--- src/rtl/cache_pkg.sv ---
// Shared cache-hierarchy definitions: line geometry, L2 arbiter state encoding
// and the request bundle used by the L1/L2 glue.
package cache_pkg;

    localparam int ADDR_W = 28;
    localparam int LINE_W = 128;

    typedef enum logic [1:0] {
        IDLE  = 2'd0,
        GNT_I = 2'd1,
        GNT_D = 2'd2
    } arb_state_e;

    // Bit positions of the one-hot grant produced by rr_pick2.
    localparam int PICK_I = 0;
    localparam int PICK_D = 1;

    typedef struct packed {
        logic              rd;
        logic              wr;
        logic [ADDR_W-1:0] addr;
        logic [LINE_W-1:0] wdata;
    } l2_req_t;

endpackage

--- src/rtl/l2_port_arbiter_rr_pick2.sv ---
// Two-way round-robin picker: a lone request wins outright, a tie goes to the
// requester that was not served last.
module rr_pick2
    import cache_pkg::*;
(
    input  logic       req_i,
    input  logic       req_d,
    input  logic       last_d,
    output logic [1:0] grant
);

    always_comb begin
        // NOTE: every always_comb output gets a default first so no path infers a latch.
        grant = '0;
        if (req_i && req_d) begin
            if (last_d) grant[PICK_I] = 1'b1;
            else        grant[PICK_D] = 1'b1;
        end else begin
            grant[PICK_I] = req_i;
            grant[PICK_D] = req_d;
        end
    end

endmodule

--- src/rtl/l2_port_arbiter.sv ---
// Shares the unified L2 request port between the I-cache and D-cache miss
// ports: round-robin grant held until L2 completes, ready/data steered back.
module l2_port_arbiter #(
    parameter int ADDR_W       = cache_pkg::ADDR_W,
    parameter int LINE_W       = cache_pkg::LINE_W,
    parameter int CNT_W        = 32,
    parameter bit FIRST_PRIO_D = 1'b1
) (
    input  logic              clk,
    input  logic              proc_reset,
    input  logic              i_read,
    input  logic [ADDR_W-1:0] i_addr,
    output logic [LINE_W-1:0] i_rdata,
    output logic              i_ready,
    input  logic              d_read,
    input  logic              d_write,
    input  logic [ADDR_W-1:0] d_addr,
    input  logic [LINE_W-1:0] d_wdata,
    output logic [LINE_W-1:0] d_rdata,
    output logic              d_ready,
    output logic              l2_read,
    output logic              l2_write,
    output logic [ADDR_W-1:0] l2_addr,
    output logic [LINE_W-1:0] l2_wdata,
    input  logic [LINE_W-1:0] l2_rdata,
    input  logic              l2_ready,
    output logic [CNT_W-1:0]  i_grant_cnt,
    output logic [CNT_W-1:0]  d_grant_cnt,
    output logic [CNT_W-1:0]  conflict_cnt
);
    import cache_pkg::*;

    arb_state_e state;
    logic       last_d;
    logic       mask_i;
    logic       mask_d;
    logic       req_i;
    logic       req_d;
    logic [1:0] pick;
    logic       own_i;
    logic       own_d;

    // The finisher is masked for one cycle: its L1 still shows the old request.
    assign req_i = i_read & ~mask_i;
    assign req_d = (d_read | d_write) & ~mask_d;

    rr_pick2 u_pick (
        .req_i  (req_i),
        .req_d  (req_d),
        .last_d (last_d),
        .grant  (pick)
    );

    // Owner of the L2 port this cycle; in IDLE the fresh winner drives L2 at once.
    always_comb begin
        own_i = 1'b0;
        own_d = 1'b0;
        if (!proc_reset) begin
            unique case (state)
                IDLE: begin
                    own_i = pick[PICK_I];
                    own_d = pick[PICK_D];
                end
                GNT_I:   own_i = 1'b1;
                GNT_D:   own_d = 1'b1;
                default: ;
            endcase
        end
    end

    assign l2_read  = (own_i & i_read) | (own_d & d_read & ~d_write);
    assign l2_write = own_d & d_write;
    assign l2_addr  = own_i ? i_addr : (own_d ? d_addr : '0);
    assign l2_wdata = (own_d & d_write) ? d_wdata : '0;

    assign i_ready = own_i & l2_ready;
    assign d_ready = own_d & l2_ready;
    assign i_rdata = i_ready ? l2_rdata : '0;
    assign d_rdata = d_ready ? l2_rdata : '0;

    always_ff @(posedge clk or posedge proc_reset) begin
        if (proc_reset) begin
            state        <= IDLE;
            last_d       <= ~FIRST_PRIO_D;
            mask_i       <= 1'b0;
            mask_d       <= 1'b0;
            i_grant_cnt  <= '0;
            d_grant_cnt  <= '0;
            conflict_cnt <= '0;
        end else begin
            // NOTE: state registers use non-blocking assignments so every update sees pre-edge values.
            mask_i <= 1'b0;
            mask_d <= 1'b0;
            if (state == IDLE) begin
                if (req_i && req_d) conflict_cnt <= conflict_cnt + CNT_W'(1);
                if (own_i)          i_grant_cnt  <= i_grant_cnt + CNT_W'(1);
                if (own_d)          d_grant_cnt  <= d_grant_cnt + CNT_W'(1);
            end
            if (i_ready) begin
                state  <= IDLE;
                last_d <= 1'b0;
                mask_i <= 1'b1;
            end else if (d_ready) begin
                state  <= IDLE;
                last_d <= 1'b1;
                mask_d <= 1'b1;
            end else if (state == IDLE) begin
                if (own_i)      state <= GNT_I;
                else if (own_d) state <= GNT_D;
            end
        end
    end

endmodule
--- config.mk ---
export PLATFORM = sky130hd
export DESIGN_NAME = l2_port_arbiter
export DESIGN_NICKNAME = d
export VERILOG_FILES = /design/src/rtl/cache_pkg.sv /design/src/rtl/l2_port_arbiter_rr_pick2.sv /design/src/rtl/l2_port_arbiter.sv
export SDC_FILE = /design/constraint.sdc
export NUM_CORES = 1
export LEC_CHECK = 0
export ABC_AREA = 1
export CORE_AREA = 5 5 318 320
export CTS_CLUSTER_DIAMETER = 60
export DETAILED_ROUTE_END_ITERATION = 8
export DIE_AREA = 0 0 323 325
export PLACE_DENSITY = 0.42
export SYNTH_ARGS = -nofsm -noshare
export SYNTH_HDL_FRONTEND = slang
export SYNTH_SLANG_ARGS = --single-unit
--- constraint.sdc ---
create_clock -name clk -period 7.96 [get_ports clk]
set_input_delay 2.388 -clock clk [delete_from_list [all_inputs] [get_ports clk]]
set_output_delay 2.388 -clock clk [all_outputs]
set_load 0.05 [all_outputs]
==> run_results.csv, run 1 <==
group,metric,value,unit
clock_network,clock_path_buffers,2,
synthesis,syn-cell-area,9150,um2
clock_network,cts_tree,"yes",
final_layout,layout_common_cells,"515 x nor2_1, 468 x nand2_1, 413 x clkdlybuf4s50_1",
synthesis,synthCells,1672,
floorplan,rows,115,
worst_setup_path,startpoint_type,"primary input",
global_routing,grt_antenna_before_repair,32,
timing,setup_viol,0,
worst_setup_path,critPathKind,"in -> out",
place,dp_hpwl,75.1,mm
floorplan,core_area,97800,um2
final_layout,utilization,0.236,
floorplan,ios,830,
route,routedWlPerCell,22.6,um
route,num_vias,13200,
place,port_buffers,829,
place,dpl-instance-area,22800,um2
route,met3_length,9.07,mm
final_layout,nets,2794,
place,gp_congestion,0.872,
clock_network,cts_inserted_buffers,9,
synthesis,synth_cell_types,22,
final_layout,final_common_cell,"nor2_1",
worst_setup_path,critPathRequiredTime,5.57,ns
clock_network,cts-root-buf,"clkbuf_16",
clock_network,ctsResizeCount,0,
timing,tightest_slew,0.956,ns
final_layout,syn_to_final_growth,152,%
timing,post-route-min-period,7.10,ns
hold_path,hp-class,"reg -> reg",
route,post-route-drc-count,0,
synthesis,ys_ff_latch,101,
synthesis,synth_nets,1993,
timing,slew_headroom,0.363,
worst_setup_path,cp-end-kind,"output port",
route,routed_wl,85.3,mm
final_layout,fillers,10900,
timing,rsz0062_at_grt,"false",
route,dr.pass1.iters,6,
timing,slew_viol_final,0,
worst_setup_path,cp_num_buf_inv,4,
timing,final-hold-violation-count,0,
timing,final.period_utilization,0.893,
clock_network,cts_hold_buf,0,
pwr,irDropWorstVdd,0.0000854,V
timing,max_freq,0.141,GHz
route,highest_layer,"met5",
clock_network,post_cts_buffers,0,
route,met2_length,43.3,mm
floorplan,start_util,0.0936,
floorplan,die-area,105000,um2
synthesis,avgSynthCellArea,5.47,um2
status,status,"completed",
worst_setup_path,cp_common_cell,"nand2_1",
worst_setup_path,crit_arrival,4.72,ns
run,maxCapViolations,0,
global_routing,grt_util_all_layers,0.155,
worst_setup_path,cp_max_fo,32,
worst_setup_path,max_stage_delay,0.63,ns
global_routing,grt_pass1_vias,13200,
route,drt-initial-drc-count,758,
final_layout,final_area,23100,um2
clock_network,htree_levels,3,
worst_setup_path,slowest_stage,"clkdlybuf4s50_1",
route,met1_length,30.5,mm
timing,tns,0,ns
timing,clock_skew,0.0233,ns
floorplan,fp.dieH,325,um
global_routing,overflow,0,
synthesis,ys_warn_count,0,
route,detail-route-antenna-nets,0,
worst_setup_path,cp_top_family,"buffers and inverters",
floorplan,die_w,323,um
worst_setup_path,crit_path_cell_trace,"clkdlybuf4s50_1 -> inv_2 -> nand2_1 -> nand2_1 -> nand2_1 -> nand2_1 -> nor2_4 -> nand2_4 -> buf_4 -> nor2_1 -> buf_12",
clock_network,clkTransAtPathRegs,0.09,ns
pwr,cellLeakagePower,10.6,nW
clock_network,clk_latency,0.39,ns
final_layout,drive_above_1_share,0.188,
route,vias_per_cell,3.51,
clock_network,clock_sinks,101,
pwr,powerDensity,172,nW/um2
global_routing,grt_max_degree,73,
synthesis,seq_area_frac_synth,0.276,
global_routing,grt_pass1_wl,114,mm
==> stage by stage <==
stage	power, mW	cells	worst slack [ns]	hold WS [ns]
final	3.97	3771	0.855	0.538
after global routing	4.17	3767	0.625	0.558
after CTS	4.06	3765	0.764	0.535
after detailed placement	3.53	3749	0.779	0.516
after global placement	3.54	3749	0.697	0.515
after floorplan	2.05	1672	1.00	0.498
==> cell usage after synthesis <==
| cell type | number | share of area |
|---|---|---|
| nand3b_1 | 30 | 0.025 |
| clkbuf_1 | 13 | 0.0053 |
| buf_2 | 23 | 0.013 |
| buf_4 | 3 | 0.0025 |
| nand3_1 | 65 | 0.036 |
| xor2_1 | 26 | 0.025 |
| nor2_4 | 2 | 0.0025 |
| buf_1 | 4 | 0.0016 |
| nor2_1 | 516 | 0.21 |
| nor2_2 | 1 | 0.00068 |
| nand4_1 | 13 | 0.0089 |
| nand2_2 | 1 | 0.00068 |
| o21ai_0 | 20 | 0.011 |
| nand2_1 | 469 | 0.19 |
| nor3_1 | 5 | 0.0027 |
| dfrtp_1 | 101 | 0.28 |
| buf_6 | 19 | 0.023 |
| inv_1 | 331 | 0.14 |
| and2_1 | 1 | 0.00068 |
| inv_2 | 4 | 0.0016 |
| xnor2_1 | 22 | 0.021 |
| ha_1 | 3 | 0.0041 |
==> cell families (layout without fill, tap and decap cells) <==
family | after synthesis | count (layout) | synth area share
buffers and inverters | 397 | 1203 | 0.183
other | 0 | 6 | 0
DFF | 101 | 101 | 0.276
adders and majority gates | 3 | 3 | 0.00410
AOI/OAI and AO/OA | 20 | 20 | 0.0109
and+or+nand+nor | 1103 | 1103 | 0.480
xor gates and xnor gates | 48 | 48 | 0.0459
==> cell type report <==
class	instances	area [um2]	area share
Clock buffer	9	225	0.00976
Clock inverter	7	66.3	0.00287
Multi-Input combinational cell	1174	4980	0.216
Timing Repair Buffer	852	12400	0.537
Antenna cell	6	15.0	0.000650
Inverter	335	1260	0.0547
Sequential cell	101	2530	0.109
Tap cell	1287	1610	0.0698
==> flip-flops by register name, indices dropped and copies added, names as in the netlist <==
name,cells
state,2
i_grant_cnt,32
d_grant_cnt,32
mask_d,1
last_d,1
conflict_cnt,32
mask_i,1
==> report_power, final <==
part           leakage (nW)  internal (mW)  switching, mW
Sequential             1.37          0.566         0.0773
Combinational          9.07           1.08           1.75
Clock                 0.141          0.221          0.268
Total                  10.6           1.87           2.10
==> layer usage <==
| layer | vias to the layer above | GRT usage |
|---|---|---|
| met4 | 26 | 0.0430 |
| met1 | 6091 | 0.161 |
| met3 | 91 | 0.0697 |
| met2 | 609 | 0.281 |
| li1 | 6430 | - |
| met5 | - | 0 |
==> final timing paths <==
check | from | endpoint | slack, ns | cells after the start
min in group asynchronous | proc_reset | state[1] | 2.41 | 2
max in group asynchronous | proc_reset | conflict_cnt[3] | 4.30 | 3
worst max-delay path | d_write | l2_wdata[12] | 0.86 | 11
worst max register to register | state[1] | conflict_cnt[28] | 5.74 | 9
worst min-delay path | i_grant_cnt[4] | i_grant_cnt[4] | 0.54 | 1
worst min register to register | i_grant_cnt[4] | i_grant_cnt[4] | 0.54 | 1
Note: power is estimated with default switching activity, not from simulation.
==> run 2, diff against run 1 <==
--- a/config.mk
+++ b/config.mk
@@ -6,11 +6,11 @@
 export NUM_CORES = 1
 export LEC_CHECK = 0
 export ABC_AREA = 1
-export CORE_AREA = 5 5 318 320
+export CORE_AREA = 2 2 324 326
 export CTS_CLUSTER_DIAMETER = 60
 export DETAILED_ROUTE_END_ITERATION = 8
-export DIE_AREA = 0 0 323 325
-export PLACE_DENSITY = 0.42
+export DIE_AREA = 0 0 326 328
+export PLACE_DENSITY = 0.41
 export SYNTH_ARGS = -nofsm -noshare
 export SYNTH_HDL_FRONTEND = slang
 export SYNTH_SLANG_ARGS = --single-unit
==> run 2 against run 1 <==
  * Global-route usage increased by 0.098 points
  * Routed wire length rose by 0.48%
  * Combinational power barely moved
  * Sequential share of layout area barely moved
  * Power is 0.37% lower
  * Clock power hardly changed
  * Fmax shrank 2.6%
  * Cell area increased by 0.17%
  * Critical path type unchanged
==> run_results.csv, run 2 (synthesized netlist as in run 1, its figures left out) <==
group,metric,value,unit
timing,slew_viol_final,0,
route,num_vias,13200,
clock_network,clock_sinks,101,
final_layout,syn_to_final_growth,153,%
place,port_buffers,829,
floorplan,start_util,0.0887,
route,dr.pass1.iters,5,
clock_network,post_cts_buffers,0,
global_routing,grt_pass1_wl,116,mm
timing,rsz0062_at_grt,"false",
hold_path,hp-class,"reg -> reg",
timing,post-route-min-period,7.29,ns
final_layout,final_area,23100,um2
timing,setup_viol,0,
worst_setup_path,crit_arrival,4.90,ns
route,vias_per_cell,3.43,
floorplan,ios,830,
worst_setup_path,cp-end-kind,"output port",
clock_network,htree_levels,3,
worst_setup_path,cp_max_fo,33,
timing,holdWs,0.536,ns
clock_network,clock_path_buffers,2,
worst_setup_path,critPathKind,"in -> out",
timing,final-hold-violation-count,0,
clock_network,cts_hold_buf,0,
place,dpl-instance-area,22800,um2
clock_network,cts-root-buf,"clkbuf_16",
final_layout,fillers,11500,
timing,tns,0,ns
final_layout,drive_above_1_share,0.186,
final_layout,final_common_cell,"nor2_1",
final_layout,register_area,2530,um2
route,post-route-drc-count,0,
timing,tightest_slew,1.00,ns
floorplan,die-area,107000,um2
final_layout,layout_common_cells,"515 x nor2_1, 467 x nand2_1, 413 x clkdlybuf4s50_1",
clock_network,ctsResizeCount,0,
floorplan,fp.dieH,328,um
global_routing,grt_pass1_vias,13300,
route,detail-route-antenna-nets,0,
timing,clock_skew,0.0163,ns
global_routing,grt_max_degree,91,
final_layout,nets,2786,
run,maxCapViolations,0,
timing,slew_headroom,0.333,
route,routed_wl,85.7,mm
clock_network,cts_inserted_buffers,9,
place,dp_hpwl,75.3,mm
place,gp_congestion,0.863,
timing,max_freq,0.137,GHz
pwr,irDropWorstVdd,0.0000815,V
global_routing,grt_antenna_before_repair,35,
clock_network,clkTransAtPathRegs,0.09,ns
pwr,powerDensity,171,nW/um2
timing,final.period_utilization,0.916,
pwr,cellLeakagePower,10.5,nW
global_routing,grt_util_all_layers,0.156,
final_layout,top_regs,"conflict_cnt: 32 flops, d_grant_cnt: 32 flops, i_grant_cnt: 32 flops",
global_routing,overflow,0,
route,routedWlPerCell,22.2,um
status,status,"completed",
floorplan,die_w,326,um
clock_network,cts_tree,"yes",
worst_setup_path,startpoint_type,"primary input",
route,drt-initial-drc-count,757,
final_layout,multi_input_area,4990,um2
worst_setup_path,critPathRequiredTime,5.57,ns
floorplan,core_area,103000,um2
final_layout,utilization,0.224,
clock_network,clk_latency,0.38,ns
floorplan,rows,118,
==> run 2: cell type report <==
type,instances,area share
well taps,1380,0.0747
clock buffers,9,0.00974
flip-flops and latches,101,0.109
diodes,5,0.000541
multi-input cells,1174,0.216
clock inverters,7,0.00298
inverters,335,0.0546
repair buffers,844,0.532
==> run 2: final timing paths <==
path,from,end,slack (ns),cells after the start
max in group asynchronous,proc_reset,d_grant_cnt[29],4.17,3
min in group asynchronous,proc_reset,mask_i,2.48,2
max,d_write,l2_wdata[61],0.67,11
min,last_d,last_d,0.54,4
max reg2reg,mask_i,i_grant_cnt[20],5.61,8
min reg2reg,last_d,last_d,0.54,4
==> run 2: worst max-delay path: stages <==
cell             delay [ns]
clkdlybuf4s50_1        0.63
inv_2                  0.07
nand2_1                0.09
nand3_1                0.08
nand2_1                0.20
inv_2                  0.08
nor2_4                 0.21
nand2_4                0.28
buf_4                  0.38
nor2_1                 0.26
buf_12                 0.17
==> run 2: routing by layer <==
layer | track usage | share of wire | up-vias
li1 | - | - | 6411
met1 | 0.167 | 0.37 | 6101
met2 | 0.290 | 0.52 | 596
met3 | 0.0536 | 0.082 | 91
met4 | 0.0402 | 0.027 | 12
met5 | 0 | 0.00093 | -
==> run 2: stage by stage <==
stage	power, mW	setup slack, ns	instances
floorplan	2.05	1.00	1672
global placement	3.53	0.564	3834
detailed placement	3.52	0.601	3834
CTS	4.04	0.590	3850
global route	4.14	0.449	3852
finish	3.95	0.668	3855
==> run 2: report_power, final <==
| group | leakage (nW) | internal (mW) | switching, mW |
|---|---|---|---|
| logic | 9.02 | 1.07 | 1.75 |
| clock network | 0.143 | 0.222 | 0.265 |
| registers | 1.37 | 0.566 | 0.0784 |
==> run 3, diff against run 2 <==
--- a/config.mk
+++ b/config.mk
@@ -6,11 +6,13 @@
 export NUM_CORES = 1
 export LEC_CHECK = 0
 export ABC_AREA = 1
+export ABC_CLOCK_PERIOD_IN_PS = 7960
 export CORE_AREA = 2 2 324 326
+export CTS_BUF_LIST = sky130_fd_sc_hd__clkbuf_2
 export CTS_CLUSTER_DIAMETER = 60
 export DETAILED_ROUTE_END_ITERATION = 8
 export DIE_AREA = 0 0 326 328
-export PLACE_DENSITY = 0.41
+export PLACE_DENSITY_LB_ADDON = 0.12
 export SYNTH_ARGS = -nofsm -noshare
 export SYNTH_HDL_FRONTEND = slang
 export SYNTH_SLANG_ARGS = --single-unit
==> run 3 against run 2 <==
  * Combinational power grew 4%
  * Via count is essentially flat
  * Cell count increased by 0.18%
  * Fmax up 3.3%
  * Worst setup slack better by 0.23 ns
  * Non-clock buffer count up 2
  * Clock skew up 0.076 ns
  * Clock power decreased by 40%
  * Hold slack better by 0.017 ns
  * Routed wire length is 3.8% lower
  * Critical endpoint is now d_rdata[112]
  * Highest routed layer unchanged
==> run_results.csv, run 3 (synthesized netlist as in run 1, its figures left out) <==
group,metric,value,unit
worst_setup_path,cp_top_family,"simple AND/OR/NAND/NOR gates",
status,status,"completed",
timing,slew_headroom,0.361,
global_routing,grt_util_all_layers,0.150,
route,vias_per_cell,3.42,
clock_network,clock_path_buffers,2,
pwr,seqPwrFrac,0.165,
worst_setup_path,critPathKind,"in -> out",
timing,slew_viol_final,0,
clock_network,clkTransAtPathRegs,0.34,ns
clock_network,clock_sinks,101,
pwr,comb_power_share,0.760,
timing,tightest_slew,0.956,ns
worst_setup_path,cp.depth,11,
timing,setup_viol,0,
final_layout,nets,2788,
pwr,cellLeakagePower,10.5,nW
floorplan,die-area,107000,um2
worst_setup_path,r2r_cells,9,
timing,final.period_utilization,0.887,
final_layout,final_common_cell,"nor2_1",
floorplan,fp.dieH,328,um
final_layout,top_regs,"conflict_cnt: 32 flops, d_grant_cnt: 32 flops, i_grant_cnt: 32 flops",
hold_path,min_path_cells,1,
worst_setup_path,cp_common_cell,"nand2_1",
pwr,p_clk_frac,0.075,
worst_setup_path,critPathRequiredTime,5.57,ns
pwr,switching_share,0.541,
worst_setup_path,cp_max_fo,53,
final_layout,fillers,11400,
floorplan,core_area,103000,um2
final_layout,register_area,2530,um2
timing,final-hold-violation-count,0,
final_layout,syn_to_final_growth,154,%
final_layout,multi_input_area,4980,um2
place,port_buffers,829,
worst_setup_path,max_stage_delay,0.56,ns
route,detail-route-antenna-nets,0,
clock_network,clk_latency,0.85,ns
worst_setup_path,cp-startpoint,"d_write",
timing,rsz0062_at_grt,"false",
pwr,p_int,1.78,mW
route,routed_wl,82.4,mm
worst_setup_path,cp-end-kind,"output port",
pwr,irDropWorstVdd,0.0000696,V
timing,tns,0,ns
timing,post-route-min-period,7.06,ns
route,dr.pass1.iters,5,
worst_setup_path,crit_path_cell_trace,"clkdlybuf4s50_1 -> inv_2 -> nand2_1 -> nand2_1 -> nand2_1 -> nand2_1 -> nor2_4 -> nand2_4 -> buf_12 -> nor2_1 -> buf_12",
route,num_vias,13200,
floorplan,rows,118,
place,gp_congestion,0.972,
final_layout,finalNonFillerCells,3862,
timing,max_freq,0.142,GHz
clock_network,cts-root-buf,"clkbuf_2",
worst_setup_path,slowest_stage,"clkdlybuf4s50_1",
run,maxCapViolations,0,
worst_setup_path,cp_num_buf_inv,4,
pwr,p_sw,2.10,mW
route,post-route-drc-count,0,
final_layout,layout_common_cells,"515 x nor2_1, 468 x nand2_1, 420 x buf_12",
worst_setup_path,crit_arrival,4.67,ns
floorplan,die_w,326,um
timing,clock_skew,0.0923,ns
global_routing,grt_antenna_before_repair,32,
clock_network,post_cts_buffers,0,
clock_network,cts_hold_buf,0,
global_routing,overflow,0,
floorplan,start_util,0.0887,
worst_setup_path,rr_startpoint,"state[1]",
route,routedWlPerCell,21.3,um
final_layout,drive_above_1_share,0.186,
route,drt-initial-drc-count,556,
hold_path,hp-class,"reg -> reg",
global_routing,grt_pass1_vias,14000,
clock_network,ctsResizeCount,0,
hold_path,min_from,"i_grant_cnt[15]",
clock_network,htree_levels,3,
worst_setup_path,startpoint_type,"primary input",
global_routing,grt_pass1_wl,113,mm
clock_network,cts_inserted_buffers,9,
place,place_inst,3836,
global_routing,grt_max_degree,104,
clock_network,cts_tree,"yes",
place,dp_hpwl,73.3,mm
floorplan,ios,830,
pwr,powerDensity,167,nW/um2
pwr,total_power,3.88,mW
-- run 3: power by group through the flow --
stage | Combinational [mW] | Sequential [mW] | Clock [mW]
after floorplan | 1.26 | 0.782 | 0
after global placement | 3.00 | 0.646 | 0
after detailed placement | 2.99 | 0.650 | 0
after CTS | 3.00 | 0.643 | 0.325
after global routing | 3.08 | 0.653 | 0.338
final | 2.94 | 0.641 | 0.291
-- run 3: area by class of cell --
class / instances / area share
Antenna cell: 10 / 0.00108
Clock buffer: 9 / 0.00194
Clock inverter: 7 / 0.00285
Inverter: 335 / 0.0542
Multi-Input combinational cell: 1174 / 0.214
Sequential cell: 101 / 0.109
Tap cell: 1380 / 0.0742
Timing Repair Buffer: 846 / 0.543
-- run 3: through the flow --
stage           util  hold slack [ns]  worst slack [ns]  cell area, um2
4_1_cts        0.225            0.560             0.861           23200
6_report       0.226            0.553             0.900           23300
3_5_place_dp   0.224            0.520             0.879           23100
5_1_grt        0.225            0.584             0.730           23300
2_1_floorplan      -            0.498              1.00            9160
3_3_place_gp   0.224            0.513             0.864           23100
-- run 3: final timing paths --
path	slack (ns)	to
min in group asynchronous	2.24	i_grant_cnt[23]
max	0.90	d_rdata[112]
max reg2reg	5.80	conflict_cnt[30]
min reg2reg	0.55	i_grant_cnt[15]
min	0.55	i_grant_cnt[15]
max in group asynchronous	4.64	d_grant_cnt[11]
-- run 3: per-layer routing --
| layer | global-route usage | vias up | part of all wire |
|---|---|---|---|
| met2 | 0.298 | 608 | 0.55 |
| met4 | 0.0495 | 12 | 0.027 |
| met5 | 0 | - | 0.0011 |
| li1 | - | 6401 | - |
| met3 | 0.0630 | 88 | 0.097 |
| met1 | 0.133 | 6111 | 0.32 |
